**config.mk**
```make
export PLATFORM = sky130hd
export DESIGN_NAME = int_to_hex_unit
export DESIGN_NICKNAME = d
export VERILOG_FILES = /design/src/rtl/debug_text_pkg.sv /design/src/rtl/hex_digit_enc.sv /design/src/rtl/int_to_hex_unit.sv
export SDC_FILE = /design/constraint.sdc
export NUM_CORES = 1
export LEC_CHECK = 0
export CAP_MARGIN = 0
export CELL_PAD_IN_SITES_DETAIL_PLACEMENT = 1
export CELL_PAD_IN_SITES_GLOBAL_PLACEMENT = 1
export CORE_ASPECT_RATIO = 1.25
export CORE_MARGIN = 2
export CORE_UTILIZATION = 26
export DETAILED_ROUTE_END_ITERATION = 10
export MAX_ROUTING_LAYER = met4
export PLACE_DENSITY_LB_ADDON = 0.1
export RECOVER_POWER = 50
export SYNTH_ARGS = -nofsm -noshare
export SYNTH_HDL_FRONTEND = slang
export SYNTH_HIERARCHICAL = 1
export SYNTH_SLANG_ARGS = --single-unit
```
**constraint.sdc**
```tcl
create_clock -name clk -period 0.95 [get_ports clk]
set_input_delay 0.19 -clock clk [delete_from_list [all_inputs] [get_ports clk]]
set_output_delay 0.19 -clock clk [all_outputs]
set_load 0.05 [all_outputs]
```
**src/rtl/debug_text_pkg.sv**
```systemverilog
// Shared text-overlay definitions: ASCII constants and the nibble-to-ASCII
// mapping used by the hex encoders of the debugger status line.
package debug_text_pkg;

    localparam logic [7:0] CH_ZERO  = 8'h30;
    localparam logic [7:0] CH_SPACE = 8'h20;
    localparam logic [7:0] CH_A_UP  = 8'h41;
    localparam logic [7:0] CH_A_LO  = 8'h61;

    localparam int MAX_NIBBLES = 8;

    // Maps one hex digit to its ASCII code; letters follow the case flag.
    function automatic logic [7:0] nibble_to_ascii(input logic [3:0] nib, input logic upper);
        logic [7:0] code;
        logic [7:0] letter_base;
        letter_base = upper ? CH_A_UP : CH_A_LO;
        if (nib < 4'd10) begin
            code = CH_ZERO + {4'd0, nib};
        end else begin
            code = letter_base + {4'd0, nib - 4'd10};
        end
        return code;
    endfunction

endpackage

```
**src/rtl/hex_digit_enc.sv**
```systemverilog
// Combinational single-digit hex encoder: one 4-bit digit in, one ASCII byte out.
module hex_digit_enc
    import debug_text_pkg::*;
#(
    parameter int UPPERCASE = 1
) (
    input  logic [3:0] digit,
    output logic [7:0] ascii
);

    localparam logic UPPER_FLAG = (UPPERCASE != 0);

    // Digit-to-character lookup.
    always_comb begin
        ascii = nibble_to_ascii(digit, UPPER_FLAG);
    end

endmodule

```
**src/rtl/int_to_hex_unit.sv**
```systemverilog
// Registered binary-to-ASCII hex converter with optional leading-zero blanking,
// plus an unregistered view of the same encoding.
module int_to_hex_unit
    import debug_text_pkg::*;
#(
    parameter int NIBBLES   = 1,
    parameter int UPPERCASE = 1
) (
    input  logic                   clk,
    input  logic                   rst,
    input  logic                   in_valid,
    input  logic [4*NIBBLES-1:0]   in_value,
    input  logic                   blank_lz,
    output logic                   out_valid,
    output logic [8*NIBBLES-1:0]   out_chars,
    output logic [8*NIBBLES-1:0]   out_comb
);

    logic [8*NIBBLES-1:0] raw_chars;
    logic [8*NIBBLES-1:0] enc_chars;
    logic [8*NIBBLES-1:0] out_chars_d;
    logic [8*NIBBLES-1:0] out_chars_q;
    logic                 out_valid_d;
    logic                 out_valid_q;

    for (genvar i = 0; i < NIBBLES; i++) begin : g_digit
        hex_digit_enc #(
            .UPPERCASE (UPPERCASE)
        ) u_enc (
            .digit (in_value[4*i +: 4]),
            .ascii (raw_chars[8*i +: 8])
        );
    end

    // Leading-zero blanking: walk from the top digit down; a digit is blanked
    // only while no nonzero digit has been seen above it. Digit 0 always shows.
    always_comb begin
        logic seen_nz;
        seen_nz   = 1'b0;
        enc_chars = '0;
        for (int i = NIBBLES - 1; i >= 0; i--) begin
            seen_nz = seen_nz | (in_value[4*i +: 4] != 4'd0);
            if (blank_lz && !seen_nz && (i != 0)) begin
                enc_chars[8*i +: 8] = CH_SPACE;
            end else begin
                enc_chars[8*i +: 8] = raw_chars[8*i +: 8];
            end
        end
    end

    // Next-state for the output registers: capture on valid, hold otherwise.
    always_comb begin
        out_chars_d = out_chars_q;
        out_valid_d = in_valid;
        if (in_valid) begin
            out_chars_d = enc_chars;
        end else begin
            out_chars_d = out_chars_q;
        end
    end

    // Output registers with asynchronous reset to all-"0" characters.
    always_ff @(posedge clk or posedge rst) begin
        if (rst) begin
            out_chars_q <= {NIBBLES{CH_ZERO}};
            out_valid_q <= 1'b0;
        end else begin
            out_chars_q <= out_chars_d;
            out_valid_q <= out_valid_d;
        end
    end

    assign out_chars = out_chars_q;
    assign out_valid = out_valid_q;
    assign out_comb  = enc_chars;

endmodule

```
==> flow_metrics.tcl <==
set metrics [dict create \
    final_area_um2 1280 \
    ir_worst_vdd_v 0.000644 \
    period_needed_ps 1240 \
    syn_inst 39 \
    power_mw 1.76 \
    rr_startpoint "out_chars[6]" \
    min_path_type "primary input to async pin" \
    numPortBuffers 22 \
    critPathArrivalTime_ps 1050 \
    core_area_um2 1790 \
    finalMaxSlewViolations 0 \
    final_core_util_pct 71.7 \
    synth_enable_flop_cells 0 \
    syn2layout_area_growth_pct 157 \
    rsz0062_at_grt "yes" \
    drt-vias-per-instance 4.50 \
    outcome "finished with violations" \
    async_flop_share_pct 100 \
    internal_power_mw 1.13 \
    critical_path_class "primary input to output pin" \
    initial_core_util_pct 27.9 \
    setup_violations 20 \
    ios 25 \
    skew_ps 0 \
    ys_ff_latch 9 \
    crit_start "in_value[1]" \
    antenna_found_initial 0 \
    num_antenna_cells 0 \
    final_nets 96 \
    drc 0 \
    gp_congestion 0.608 \
    dp_hpwl_um 1030 \
    yosysTopAreaCell "dfrtp_1" \
    synth_common_cells "mux2_4, dfrtp_1, inv_1" \
    yosysSeqAreaShare_pct 45.7 \
    grt_overflow 0 \
    ys.flop_type "dfrtp_1" \
    grt_pass1_wl_um 2430 \
    cts.hold.buffers_added 0 \
    critPathMaxFanout 2 \
    p_sw_share_pct 35.9 \
    die_w_um 43.1 \
    drt_first_pass_iters 2 \
    cts_buffers 3 \
    rows 17 \
    cts_sinks 9 \
    cts_tree "built" \
    synth.most_common_cell "mux2_4" \
    die_h_um 52.9 \
    htreeDepth 1 \
    clock-root-buffer "clkbuf_4" \
    cp-end-kind "output pin" \
    worstPathRequired_ps 760 \
    layoutNonFillerInstCount 104 \
    powerDensity_nw_per_um2 1370 \
    synth.avg_cell_area_um2 12.8 \
    grtUsageTotal_pct 15.3 \
    worstSetupEndpoint "out_comb[2]" \
    synth.distinct_cells 16 \
    synth_nets 49 \
    wl_um 1600 \
    violations "setup timing" \
    clk_pin_slew_ps 60 \
    drtIter0Drc 1 \
    p_switching_mw 0.631 \
    dp.cells 86 \
    insertion_delay_ps 260 \
    worstReg2RegEnd "out_chars[6]" \
    syn_area_um2 498 \
    reg2reg_depth 2 \
    ys_warn_count 6 \
    vias 468 \
    cap_violations 0 \
    timing.final.crit_share_pct 130 \
    cp-start-kind "primary input" \
    routedWlPerCell_um 15.4 \
    place_area_um2 1030 \
    grt_max_degree 10 \
    yosys-top-cells-area "dfrtp_1, mux2_4, dfstp_2, ha_1, inv_1" \
    fin_ws_ps -289 \
    r2r_slack_ps 10 \
    hold_violations 0 \
    antenna_left 0 \
    finalSetupTns_ps -2820 \
    die_area_um2 2280 \
    layout-drive-gt1-share_pct 83.5 \
    netlist.area_leader.share_pct 35.2 \
    max_freq_mhz 807 \
    clockBufferDepth 2 \
    p_seq_share_pct 27.6 \
    p_clk_share_pct 16.6 \
    p_comb_share_pct 55.7 \
    grt_pass1_vias 516 \
    power_leakage_nw 0.605 \
]
## repair_timing
action	CTS	global route
buffers inserted	9	6
pin swaps	10	8
gates cloned	1	0
resized for setup	30	19
endpoints found under the setup margin	24	22
## per-layer routing
layer	track usage (%)	part of all wire [%]	vias to the layer above
met5	-	0	-
met4	6.06	0	0
met3	3.41	5.6	0
met2	28.6	61	17
met1	15.2	33	231
li1	-	-	220
## cell type report
class,instances,area (um2)
sequential,9,229
fill,167,505
tap,19,23.8
clock buffer,4,26.3
inverter,6,50.0
timing repair buffer,44,627
multi-input combinational,22,325
## power groups by stage
stage          registers [mW]  logic (mW)  clock network [mW]
6_report                0.486       0.979               0.292
3_3_place_gp            0.493       0.820                   0
3_5_place_dp            0.494       0.830                   0
5_1_grt                 0.491        1.02               0.325
2_1_floorplan           0.624       0.278                   0
4_1_cts                 0.486       0.929               0.305
## how the worst min path moves through the flow
stage	end	depth (start not counted)
global placement	out_valid	2
finish	out_chars[0]	2
floorplan	out_chars[0]	1
global route	out_chars[0]	2
CTS	out_chars[6]	2
detailed placement	out_chars[1]	2
## through the flow
| stage | setup WS [ps] | hold slack (ps) |
|---|---|---|
| CTS | -429 | 211 |
| global route | -312 | 357 |
| detailed placement | -848 | 496 |
| floorplan | -461 | 16.4 |
| finish | -289 | 340 |
| global placement | -826 | 478 |
## sequential cells by signal, summed over array words and instances, names as in the netlist
signal	cells
out_chars	8
out_valid	1
## worst max-delay path, cell delays in order
cell,delay (ps)
buf_12,100
inv_12,30
ha_4,270
xor2_2,200
a21oi_4,90
buf_12,160
## cell usage in the layout, fill, tap and decap left out
cell	netlist	layout
o21a_4	0	1
buf_4	1	12
inv_4	0	1
clkbuf_4	0	3
a21oi_4	0	3
dfstp_2	2	2
xor2_2	0	1
buf_12	0	18
clkbuf_2	0	1
inv_1	6	2
ha_4	0	2
inv_2	0	1
buf_8	0	2
dfrtp_2	0	1
inv_12	0	2
dlygate4sd2_1	0	1
conb_1	1	1
nor2b_4	0	1
a21oi_1	4	1
o21ai_4	1	1
clkbuf_1	0	1
buf_6	1	8
bufbuf_16	0	1
a31o_1	1	1
dfrtp_1	7	6
nor2_4	0	1
xnor2_2	0	1
mux2_4	8	8
dlygate4sd3_1	0	1
## cell families after synthesis
logic type / Yosys count / share of synthesized area (%)
compound gates: 7 / 10.6
xor+xnor: 2 / 3.52
fa+ha+maj: 2 / 5.02
buf+inv: 8 / 8.29
flops: 9 / 45.7
mux: 8 / 24.1
other cells: 1 / 0.753
simple gates: 2 / 2.01
No activity file was read; power rests on OpenSTA's default activity.
